$ cat src/rtl/tl_wb_sequencer_if.sv
// Wishbone classic slave bundle for the traffic-light sequencer.
interface tl_wb_sequencer_if;
    logic        wbs_stb_i;
    logic        wbs_cyc_i;
    logic        wbs_we_i;
    logic [3:0]  wbs_sel_i;
    logic [31:0] wbs_adr_i;
    logic [31:0] wbs_dat_i;
    logic        wbs_ack_o;
    logic [31:0] wbs_dat_o;

    modport slave (
        input  wbs_stb_i, wbs_cyc_i, wbs_we_i, wbs_sel_i, wbs_adr_i, wbs_dat_i,
        output wbs_ack_o, wbs_dat_o
    );

    modport master (
        output wbs_stb_i, wbs_cyc_i, wbs_we_i, wbs_sel_i, wbs_adr_i, wbs_dat_i,
        input  wbs_ack_o, wbs_dat_o
    );
endinterface

$ cat src/rtl/tl_wb_sequencer.sv
// Wishbone-programmable RED/GREEN/YELLOW sequencer with pedestrian shortening and irq.
// Optional blinking-yellow FLASH mode is built when TL_FLASH_EN is defined.
module tl_wb_sequencer #(
    parameter int unsigned CNT_W       = 24,
    parameter int unsigned PED_MIN     = 16,
    parameter int unsigned SYNC_STAGES = 2
) (
    input  logic             wb_clk_i,
    input  logic             wb_rst_n_i,
    tl_wb_sequencer_if.slave wbs,
    input  logic             ped_req_i,
    output logic             red_o,
    output logic             yellow_o,
    output logic             green_o,
    output logic [2:0]       io_oeb_o,
    output logic             irq_o
);
    localparam int unsigned DW = 32;
    localparam logic [2:0] ADR_CTRL   = 3'd0;
    localparam logic [2:0] ADR_T_RED  = 3'd1;
    localparam logic [2:0] ADR_T_GRN  = 3'd2;
    localparam logic [2:0] ADR_T_YEL  = 3'd3;
    localparam logic [2:0] ADR_STATUS = 3'd4;

    typedef enum logic [2:0] {
        ST_IDLE   = 3'd0,
        ST_RED    = 3'd1,
        ST_GREEN  = 3'd2,
        ST_YELLOW = 3'd3
`ifdef TL_FLASH_EN
        , ST_FLASH = 3'd4
`endif
    } state_e;

    state_e             state_q, state_d;
    logic [CNT_W-1:0]   cnt_q, cnt_d;
    logic [CNT_W-1:0]   t_red_q, t_red_d, t_grn_q, t_grn_d, t_yel_q, t_yel_d;
    logic [2:0]         ctrl_q, ctrl_d;
    logic               red_q, red_d, yellow_q, yellow_d, green_q, green_d;
    logic               ack_q, ack_d;
    logic [DW-1:0]      dat_q, dat_d;
    logic               irq_q, irq_d, ped_q, ped_d;
    logic [SYNC_STAGES-1:0] sync_q;
    logic               sync_prev_q;

    logic               req_c, wr_c, rd_c, enable_c, expired_c;
    logic               ped_rise_c, red_entry_c, irq_clr_c;
    logic [2:0]         adr_c;
    logic [DW-1:0]      sel_mask_c, wr_old_c, wr_val_c, rd_val_c;
    logic               unused_ok;

    assign req_c      = wbs.wbs_stb_i & wbs.wbs_cyc_i & ~ack_q;
    assign wr_c       = req_c & wbs.wbs_we_i;
    assign rd_c       = req_c & ~wbs.wbs_we_i;
    assign adr_c      = wbs.wbs_adr_i[4:2];
    assign enable_c   = ctrl_q[0];
    assign expired_c  = (cnt_q == '0);
    assign ped_rise_c = sync_q[SYNC_STAGES-1] & ~sync_prev_q;
    assign irq_clr_c  = wr_c && (adr_c == ADR_STATUS) && wbs.wbs_sel_i[0] && wbs.wbs_dat_i[3];
    assign unused_ok  = ^{wbs.wbs_adr_i[31:5], wbs.wbs_adr_i[1:0], wr_val_c[DW-1:CNT_W]};

    // Byte-lane merge of write data over the currently addressed register.
    always_comb begin
        for (int b = 0; b < 4; b++) begin
            sel_mask_c[8*b +: 8] = {8{wbs.wbs_sel_i[b]}};
        end
        case (adr_c)
            ADR_CTRL:  wr_old_c = DW'(ctrl_q);
            ADR_T_RED: wr_old_c = DW'(t_red_q);
            ADR_T_GRN: wr_old_c = DW'(t_grn_q);
            ADR_T_YEL: wr_old_c = DW'(t_yel_q);
            default:   wr_old_c = '0;
        endcase
        wr_val_c = (wr_old_c & ~sel_mask_c) | (wbs.wbs_dat_i & sel_mask_c);
    end

    always_comb begin
        ctrl_d  = ctrl_q;
        t_red_d = t_red_q;
        t_grn_d = t_grn_q;
        t_yel_d = t_yel_q;
        if (wr_c) begin
            case (adr_c)
`ifdef TL_FLASH_EN
                ADR_CTRL:  ctrl_d = wr_val_c[2:0];
`else
                ADR_CTRL:  ctrl_d = {wr_val_c[2], 1'b0, wr_val_c[0]};
`endif
                ADR_T_RED: t_red_d = wr_val_c[CNT_W-1:0];
                ADR_T_GRN: t_grn_d = wr_val_c[CNT_W-1:0];
                ADR_T_YEL: t_yel_d = wr_val_c[CNT_W-1:0];
                default:   ;
            endcase
        end
        case (adr_c)
            ADR_CTRL:   rd_val_c = DW'(ctrl_q);
            ADR_T_RED:  rd_val_c = DW'(t_red_q);
            ADR_T_GRN:  rd_val_c = DW'(t_grn_q);
            ADR_T_YEL:  rd_val_c = DW'(t_yel_q);
            ADR_STATUS: rd_val_c = DW'({ped_q, irq_q, state_q});
            default:    rd_val_c = '0;
        endcase
        ack_d = req_c;
        dat_d = rd_c ? rd_val_c : '0;
    end

    // Phase FSM: counter is loaded on phase entry, so timer writes apply at the next phase.
    always_comb begin
        state_d = state_q;
        cnt_d   = cnt_q;
        case (state_q)
            ST_IDLE: if (enable_c) begin
                state_d = ST_RED;
                cnt_d   = t_red_q;
            end
            ST_RED: begin
                if (!enable_c) begin
                    state_d = ST_IDLE;
                end else if (expired_c) begin
                    state_d = ST_GREEN;
                    cnt_d   = t_grn_q;
                end else begin
                    cnt_d = cnt_q - CNT_W'(1);
                end
            end
            ST_GREEN: begin
                if (!enable_c || expired_c) begin
                    state_d = ST_YELLOW;
                    cnt_d   = t_yel_q;
                end else if (ped_q && (cnt_q > CNT_W'(PED_MIN))) begin
                    cnt_d = CNT_W'(PED_MIN);
                end else begin
                    cnt_d = cnt_q - CNT_W'(1);
                end
            end
            ST_YELLOW: begin
                if (expired_c) begin
                    state_d = enable_c ? ST_RED : ST_IDLE;
                    cnt_d   = t_red_q;
                end else begin
                    cnt_d = cnt_q - CNT_W'(1);
                end
            end
`ifdef TL_FLASH_EN
            ST_FLASH: cnt_d = expired_c ? t_yel_q : cnt_q - CNT_W'(1);
`endif
            default: state_d = ST_IDLE;
        endcase
`ifdef TL_FLASH_EN
        if (ctrl_q[1] && enable_c) begin
            if (state_q != ST_FLASH) begin
                state_d = ST_FLASH;
                cnt_d   = t_yel_q;
            end
        end else if (state_q == ST_FLASH) begin
            state_d = enable_c ? ST_RED : ST_IDLE;
            cnt_d   = t_red_q;
        end
`endif
        red_d    = (state_d == ST_IDLE) || (state_d == ST_RED);
        green_d  = (state_d == ST_GREEN);
        yellow_d = (state_d == ST_YELLOW);
`ifdef TL_FLASH_EN
        if (state_d == ST_FLASH) begin
            yellow_d = (state_q != ST_FLASH) ? 1'b1 : (expired_c ? ~yellow_q : yellow_q);
        end
`endif
        red_entry_c = (state_d == ST_RED) && (state_q != ST_RED);
        irq_d       = (ctrl_q[2] && red_entry_c) || (irq_q && !irq_clr_c);
        ped_d       = ped_rise_c || (ped_q && !red_entry_c);
    end

    always_ff @(posedge wb_clk_i or negedge wb_rst_n_i) begin
        if (!wb_rst_n_i) begin
            state_q     <= ST_IDLE;
            cnt_q       <= '0;
            t_red_q     <= CNT_W'(255);
            t_grn_q     <= CNT_W'(255);
            t_yel_q     <= CNT_W'(63);
            ctrl_q      <= '0;
            red_q       <= 1'b1;
            yellow_q    <= 1'b0;
            green_q     <= 1'b0;
            ack_q       <= 1'b0;
            dat_q       <= '0;
            irq_q       <= 1'b0;
            ped_q       <= 1'b0;
            sync_q      <= '0;
            sync_prev_q <= 1'b0;
        end else begin
            state_q     <= state_d;
            cnt_q       <= cnt_d;
            t_red_q     <= t_red_d;
            t_grn_q     <= t_grn_d;
            t_yel_q     <= t_yel_d;
            ctrl_q      <= ctrl_d;
            red_q       <= red_d;
            yellow_q    <= yellow_d;
            green_q     <= green_d;
            ack_q       <= ack_d;
            dat_q       <= dat_d;
            irq_q       <= irq_d;
            ped_q       <= ped_d;
            sync_q      <= {sync_q[SYNC_STAGES-2:0], ped_req_i};
            sync_prev_q <= sync_q[SYNC_STAGES-1];
        end
    end

    assign wbs.wbs_ack_o = ack_q;
    assign wbs.wbs_dat_o = dat_q;
    assign red_o         = red_q;
    assign yellow_o      = yellow_q;
    assign green_o       = green_q;
    assign io_oeb_o      = 3'b000;
    assign irq_o         = irq_q;
endmodule

$ cat src/flat_wrapper.sv
// flat-port wrapper written by rule: the top's interface ports become plain ports
module tl_wb_sequencer_flat 
#(
    parameter int unsigned CNT_W       = 24,
    parameter int unsigned PED_MIN     = 16,
    parameter int unsigned SYNC_STAGES = 2
)
  (wb_clk_i, wb_rst_n_i, ped_req_i, red_o, yellow_o, green_o, io_oeb_o, irq_o, wbs_wbs_stb_i, wbs_wbs_cyc_i, wbs_wbs_we_i, wbs_wbs_sel_i, wbs_wbs_adr_i, wbs_wbs_dat_i, wbs_wbs_ack_o, wbs_wbs_dat_o);
  tl_wb_sequencer_if wbs_i ();
  input  logic wb_clk_i;
  input  logic wb_rst_n_i;
  input  logic ped_req_i;
  output logic red_o;
  output logic yellow_o;
  output logic green_o;
  output logic [2:0] io_oeb_o;
  output logic irq_o;
  input wire logic [$bits(wbs_i.wbs_stb_i)-1:0] wbs_wbs_stb_i;
  input wire logic [$bits(wbs_i.wbs_cyc_i)-1:0] wbs_wbs_cyc_i;
  input wire logic [$bits(wbs_i.wbs_we_i)-1:0] wbs_wbs_we_i;
  input wire logic [$bits(wbs_i.wbs_sel_i)-1:0] wbs_wbs_sel_i;
  input wire logic [$bits(wbs_i.wbs_adr_i)-1:0] wbs_wbs_adr_i;
  input wire logic [$bits(wbs_i.wbs_dat_i)-1:0] wbs_wbs_dat_i;
  output wire logic [$bits(wbs_i.wbs_ack_o)-1:0] wbs_wbs_ack_o;
  output wire logic [$bits(wbs_i.wbs_dat_o)-1:0] wbs_wbs_dat_o;
  assign wbs_i.wbs_stb_i = wbs_wbs_stb_i;
  assign wbs_i.wbs_cyc_i = wbs_wbs_cyc_i;
  assign wbs_i.wbs_we_i = wbs_wbs_we_i;
  assign wbs_i.wbs_sel_i = wbs_wbs_sel_i;
  assign wbs_i.wbs_adr_i = wbs_wbs_adr_i;
  assign wbs_i.wbs_dat_i = wbs_wbs_dat_i;
  assign wbs_wbs_ack_o = wbs_i.wbs_ack_o;
  assign wbs_wbs_dat_o = wbs_i.wbs_dat_o;
  tl_wb_sequencer #(.CNT_W(CNT_W), .PED_MIN(PED_MIN), .SYNC_STAGES(SYNC_STAGES)) u_core (.wb_clk_i(wb_clk_i), .wb_rst_n_i(wb_rst_n_i), .wbs(wbs_i), .ped_req_i(ped_req_i), .red_o(red_o), .yellow_o(yellow_o), .green_o(green_o), .io_oeb_o(io_oeb_o), .irq_o(irq_o));
endmodule
$ cat config.mk
export PLATFORM = sky130hd
export DESIGN_NAME = tl_wb_sequencer_flat
export DESIGN_NICKNAME = d
export VERILOG_FILES = /design/src/rtl/tl_wb_sequencer_if.sv /design/src/rtl/tl_wb_sequencer.sv /design/src/flat_wrapper.sv
export SDC_FILE = /design/constraint.sdc
export NUM_CORES = 1
export LEC_CHECK = 0
export CORE_MARGIN = 2
export CORE_UTILIZATION = 54
export DETAILED_ROUTE_END_ITERATION = 8
export MAX_ROUTING_LAYER = met4
export PLACE_DENSITY_LB_ADDON = 0.12
export SETUP_SLACK_MARGIN = 0.4
export SYNTH_ARGS = -nofsm -noshare
export SYNTH_HDL_FRONTEND = slang
export SYNTH_SLANG_ARGS = --single-unit
export TNS_END_PERCENT = 10
$ cat constraint.sdc
create_clock -name wb_clk_i -period 2.9 [get_ports wb_clk_i]
set_input_delay 0.58 -clock wb_clk_i [delete_from_list [all_inputs] [get_ports wb_clk_i]]
set_output_delay 0.58 -clock wb_clk_i [all_outputs]
set_load 0.02 [all_outputs]
# --- Yosys cells after proc, flatten, opt, wreduce, memory -nomap -nowiden ---
# Index checks and enable logic that the tools add are counted.
op_classes:
  n_addsub: 1
  n_lt_le_gt_ge: 1
  eq_ne: 13
  mux: 17
  bitwise: 12
  reduce_logical: 25
op_table:
  columns: ["cell", "count"]
  rows:
  - ["case mux 24 bit (4 select lines)", 2]
  - ["2-to-1 mux 24 bit", 7]
  - ["case mux 24 bit (5 select lines)", 1]
  - ["AND 24 bit", 2]
  - ["greater-than comparator 24 x 5 -> 1 bit, second input constant", 1]
  - ["zero test 24 bit", 1]
  - ["NOT 24 bit", 1]
  - ["bitwise OR 24 bit", 1]
  - ["subtractor 24 x 1 -> 24 bit, second input constant", 1]
  - ["== test 3 x 2 -> 1 bit, second input constant", 6]
  - ["2-to-1 mux 3 bit", 5]
  - ["case mux 3 bit (4 select lines)", 1]
  - ["== test 3 x 1 -> 1 bit, second input constant", 3]
  - ["zero test 3 bit", 3]
  - ["logical AND 1 bit", 8]
  - ["AND reduction 2 bit", 4]
  - ["AND 1 bit", 5]
  - ["logical OR 1 bit", 4]
  - ["!= test 2 x 1 -> 1 bit, second input constant", 2]
  - ["nonzero test 4 bit", 1]
  - ["== test 3 bit, second input constant", 1]
  - ["zero test 1 bit", 3]
  - ["!= test 3 x 1 -> 1 bit, second input constant", 1]
  - ["NOT 1 bit", 3]
  - ["other kinds (2)", 2]
totals:
  reg_bits: 142
  output_inout_bits: 40

# --- Logic depth before layout (Yosys ltp) ---
depth:
  depth_word: 9
  ltp_mapped: 10

# --- Worst setup path before layout ---
# Ideal clock, no wire load.
synth_path:
  kind: "register -> register"
  from: "reg u_core.cnt_q[0]"
  to: "reg u_core.cnt_q[2]"
  setup_ns: 0.132
  arrival_ns: 2.006
  path_slack_ns: 0.762
  stages_incl_launch_ff: 10
  n_path_buf: 1
  period_less_slack_ns: 2.138
  path_cell_list: "dfrtp_1 > inv_1 > ha_1 > nor4b_4 > nand3_4 > o21ai_4 > and3b_2 > buf_6 > o21ai_1 > o211ai_2"
synth_via:
  elab_chain_cells: 5
  elab_cells_between_ends: 11
  classes_between: "add/sub: 1; order compare: 1; mux: 6; reduce/logical: 3"
synth_lines:
  columns: ["element", "line_no", "text"]
  rows:
  - ["from (decl)", "tl_wb_sequencer.sv:36", "logic [CNT_W-1:0] cnt_q, cnt_d;"]
  - ["from (signal assigned)", "tl_wb_sequencer.sv:192", "cnt_q <= cnt_d;"]
  - ["greater-than comparator 24 x 5 -> 1 bit", "tl_wb_sequencer.sv:130", "end else if (ped_q && (cnt_q > CNT_W'(PED_MIN))) begin"]
  - ["logical AND 1 bit", "tl_wb_sequencer.sv:130", null]
  - ["2-to-1 mux 24 bit", "tl_wb_sequencer.sv:130", null]
  - ["2-to-1 mux 24 bit", "tl_wb_sequencer.sv:127", "if (!enable_c || expired_c) begin"]
  - ["case mux 24 bit (4 select lines) *", "tl_wb_sequencer.sv:111", "case (state_q)"]
# Every way passes the cells marked *; elsewhere a longest branch is shown, timed or not. The select of a mux whose other input is x is not followed.
# A chain may end at the register's enable or synchronous reset.

# --- Worst setup path in the final report ---
layout_path:
  from: "reg u_core.cnt_q[12]"
  to: "reg u_core.cnt_q[20]"
# Same word-level chain as after synthesis.

==> results.toml <==
[status]
status = "complete, no violations"

[global_route]
grt_util_met3_pct = 5.846
grt_most_used_layer = "met2"
grt_first_pass_wirelength_mm = 31.59
vias_in_the_first_global_route = 6222
grt_overflow_total = 0
pin_count_of_the_biggest_net_entering_global_routing = 78
met2_track_demand_over_resource_in_global_routing_pct = 46.54
global_route.usage.met1_pct = 36.88
grt_antenna_before_repair = 0
track_usage_pct = 29.07

[clocking]
cts_inserted_buffers = 17
clock_path_buffers = 2
cts_root_buf = "clkbuf_16"
cts_setup_buffers = 0
clock_sink_count = 134
tritoncts = "done"
cts-htree-levels = 4
insertion_delay_ps = 430
clk_pin_slew_ps = 60

[routing]
vias_per_cell = 5.923
drt.antenna.violating_nets = 0
drt_wl_total_mm = 19.10
average_wire_length_per_cell_after_detail_routing_um = 18.75
first_iter_violations = 569
drt_pass1_iterations = 5
num_vias = 6036
drc = 0

[hold_path]
worst_hold_path_type = "flip-flop to flip-flop"
worst_hold_path.endpoint = "u_core.sync_q[1]"
hp-start = "u_core.sync_q[0]"
timing.hold.worst_path_depth = 0

[worst_setup_path]
setup.worst_path.start_class = "flip-flop"
timing.reg2reg.worst_path_depth = 6
worst_r2r_end = "u_core.cnt_q[20]"
crit-reg2reg-launch = "u_core.cnt_q[12]"
arrival_ps = 2740
critical_path_class = "flip-flop to flip-flop"
timing.reg2reg.setup_slack_ps = 480
crit_fanout = 14
element_type_at_the_critical_path_end = "flip-flop"
crit_required_ps = 3220

[timing]
grt_setup_unrepaired = "yes"
totalNegativeSetupSlack_ps = 0
timing.slew.headroom_pct = 46.13
timing.final.max_slew_violations = 0
fin_skew_ps = 8.312
min_period_over_period_pct = 83.61
timing_worst_slew_pin_value_ps = 806.1
report.final.setup_viol = 0
fmax_mhz = 412.4
final.min_clock_period_ps = 2425
final_hold_viol_count = 0
hold_slack_ps = 353.1

[logic_synthesis]
dominantRegCellSynth = "dfrtp_1"
synth.ff_latch_count = 134
syn_area_mm2 = 0.007224
synth_enable_flop_cells = 0
synthesis.area_per_instance_um2 = 9.334
ys_warn_count = 0
postSynthCellCount = 774
synthArstFlopShare_pct = 100.0
ys_seq_area_share_pct = 46.81
netlist_cell_types = 62

[die]
chipWidth_um = 119.7
starting_density_of_the_core_pct = 54.99
design.portCount = 114
core_mm2 = 0.01314
num_rows = 42
die_h_um = 119.7
floorplan.die_area_mm2 = 0.01432

[power]
power_frac_comb_pct = 23.0
power.clock.fraction_pct = 32.8
p_int_w = 0.004312
sequentialPowerShare_pct = 44.2
irDropWorstVdd_uv = 478.8
power.share.switching_pct = 32.89
power.static_leakage_nw = 3.429
power.net_switching_w = 0.002114
power_per_cell_area_mw_per_mm2 = 742.9

[placement]
placedCellCount = 986
gp_congestion = 0.9664
place.detailed.hpwl_mm = 12.20
place_area_mm2 = 0.008061
port-buffer-count = 64

[cells_and_area]
num-nets-final = 905
post_route_cells_drive_above_1_share_pct = 18.39
core_util_final_pct = 65.84
layout-area-overhead-vs-synth_pct = 19.73
antennaDiodeCount = 0
layoutNonFillerInstCount = 1019
postLayoutCellArea_mm2 = 0.008650
nFillCells = 1060

[job]
timing.max_cap.violations = 0
[flip-flops by register name (all words and copies together), names as in the netlist, 2 cells and up]
signal / flops
u_core.sync_q: 2
u_core.wbs.wbs_dat_o: 24
u_core.state_q: 3
u_core.ctrl_q: 2
u_core.cnt_q: 24
u_core.t_grn_q: 24
u_core.t_red_q: 24
u_core.t_yel_q: 24
[what timing repair did]
item | in CTS | in global routing
pin swaps | 0 | 1
setup endpoints to repair | 1 | 16
hold endpoints to repair | 5 | 0
hold buffers | 1 | 0
resized for setup | 1 | 0
[critical path: stages (launching register included)]
cell and delay, ps:
dfrtp_1 450, nor4_4 470, nand4_4 260, o31ai_4 330
and3b_2 440, nor2_1 100, o311ai_2 270
[how the worst max path moves through the flow]
stage,startpoint,endpoint,cells past startpoint
2_1_floorplan,u_core.cnt_q[0],u_core.cnt_q[2],9
3_3_place_gp,wbs_wbs_adr_i[3],u_core.t_yel_q[4],8
3_5_place_dp,wbs_wbs_adr_i[3],u_core.t_yel_q[17],8
4_1_cts,u_core.cnt_q[12],u_core.cnt_q[20],6
5_1_grt,u_core.cnt_q[0],u_core.cnt_q[22],9
6_report,u_core.cnt_q[12],u_core.cnt_q[20],6
[per-stage QoR]
step / worst slack, ps / power (W)
floorplan: 762.1 / 0.003849
global placement: 280.8 / 0.004224
detailed placement: 140.2 / 0.004314
CTS: 482.8 / 0.006434
global route: 350.6 / 0.006767
finish: 475.3 / 0.006425
[power groups by stage]
stage	sequential, W	clock [W]	combinational [W]
2_1_floorplan	0.00271	0	0.00114
3_3_place_gp	0.00282	0	0.00141
3_5_place_dp	0.00285	0	0.00146
4_1_cts	0.00283	0.00213	0.00148
5_1_grt	0.00290	0.00222	0.00165
6_report	0.00284	0.00211	0.00148
[cells in the mapped netlist, types with 4 or more instances]
cell type,n,area (um^2)
inv_1,9,33.78
nand2_1,65,244.0
buf_4,12,90.09
nor4_1,4,25.02
dfstp_2,23,604.3
clkbuf_1,38,142.6
o22ai_1,22,137.6
nand3_1,14,70.07
a22oi_1,13,97.59
xnor2_1,12,105.1
nand2b_1,6,37.54
xor2_1,8,70.07
mux2_2,31,349.1
or3_1,5,31.28
nor2_1,106,397.9
buf_2,7,35.03
dfrtp_1,111,2778
buf_1,5,18.77
a21oi_1,116,580.6
mux2i_1,17,170.2
or2_2,17,106.4
a211oi_1,21,157.7
a221oi_1,9,78.83
nor3_1,7,35.03
o21ai_0,37,185.2
[cells by family (layout without fill, tap and decap cells)]
kind of cell             count (synthesis)  after routing  synth area share (%)
adder cells (fa/ha/maj)                  1              1                0.1732
flip-flops                             134            134                 46.81
XOR/XNOR                                20             20                 2.425
multiplexers                            50             50                 7.811
AND/OR/NAND/NOR                        253            253                 17.27
AO/OA/AOI/OAI                          242            242                 20.71
buffers and inverters                   73            131                 4.745
other                                    1             12               0.05191
[per-layer routing]
metal	up-vias	wire length [um]
li1	2842	-
met1	2963	8181
met2	197	9397
met3	34	1116
met4	0	408
met5	-	0
[cells in the final DEF, fill, tap and decap left out, types with 22 or more instances in the layout]
cell / count
nor2_1: 105
clkdlybuf4s50_1: 63
o21ai_0: 37
a21oi_1: 116
o22ai_1: 22
dfrtp_1: 111
nand2_1: 65
dfstp_2: 23
mux2_2: 31
[final cells by class]
cell class	instances	area [um^2]	area share (%)
tap	176	220.2	2.546
timing repair buffer	90	889.6	10.28
multi-input combinational	578	3548	41.02
inverter	9	33.78	0.3906
sequential	134	3382	39.10
clock buffer	19	442.9	5.121
clock inverter	13	132.6	1.533
Power figures use the tool's default switching activity.
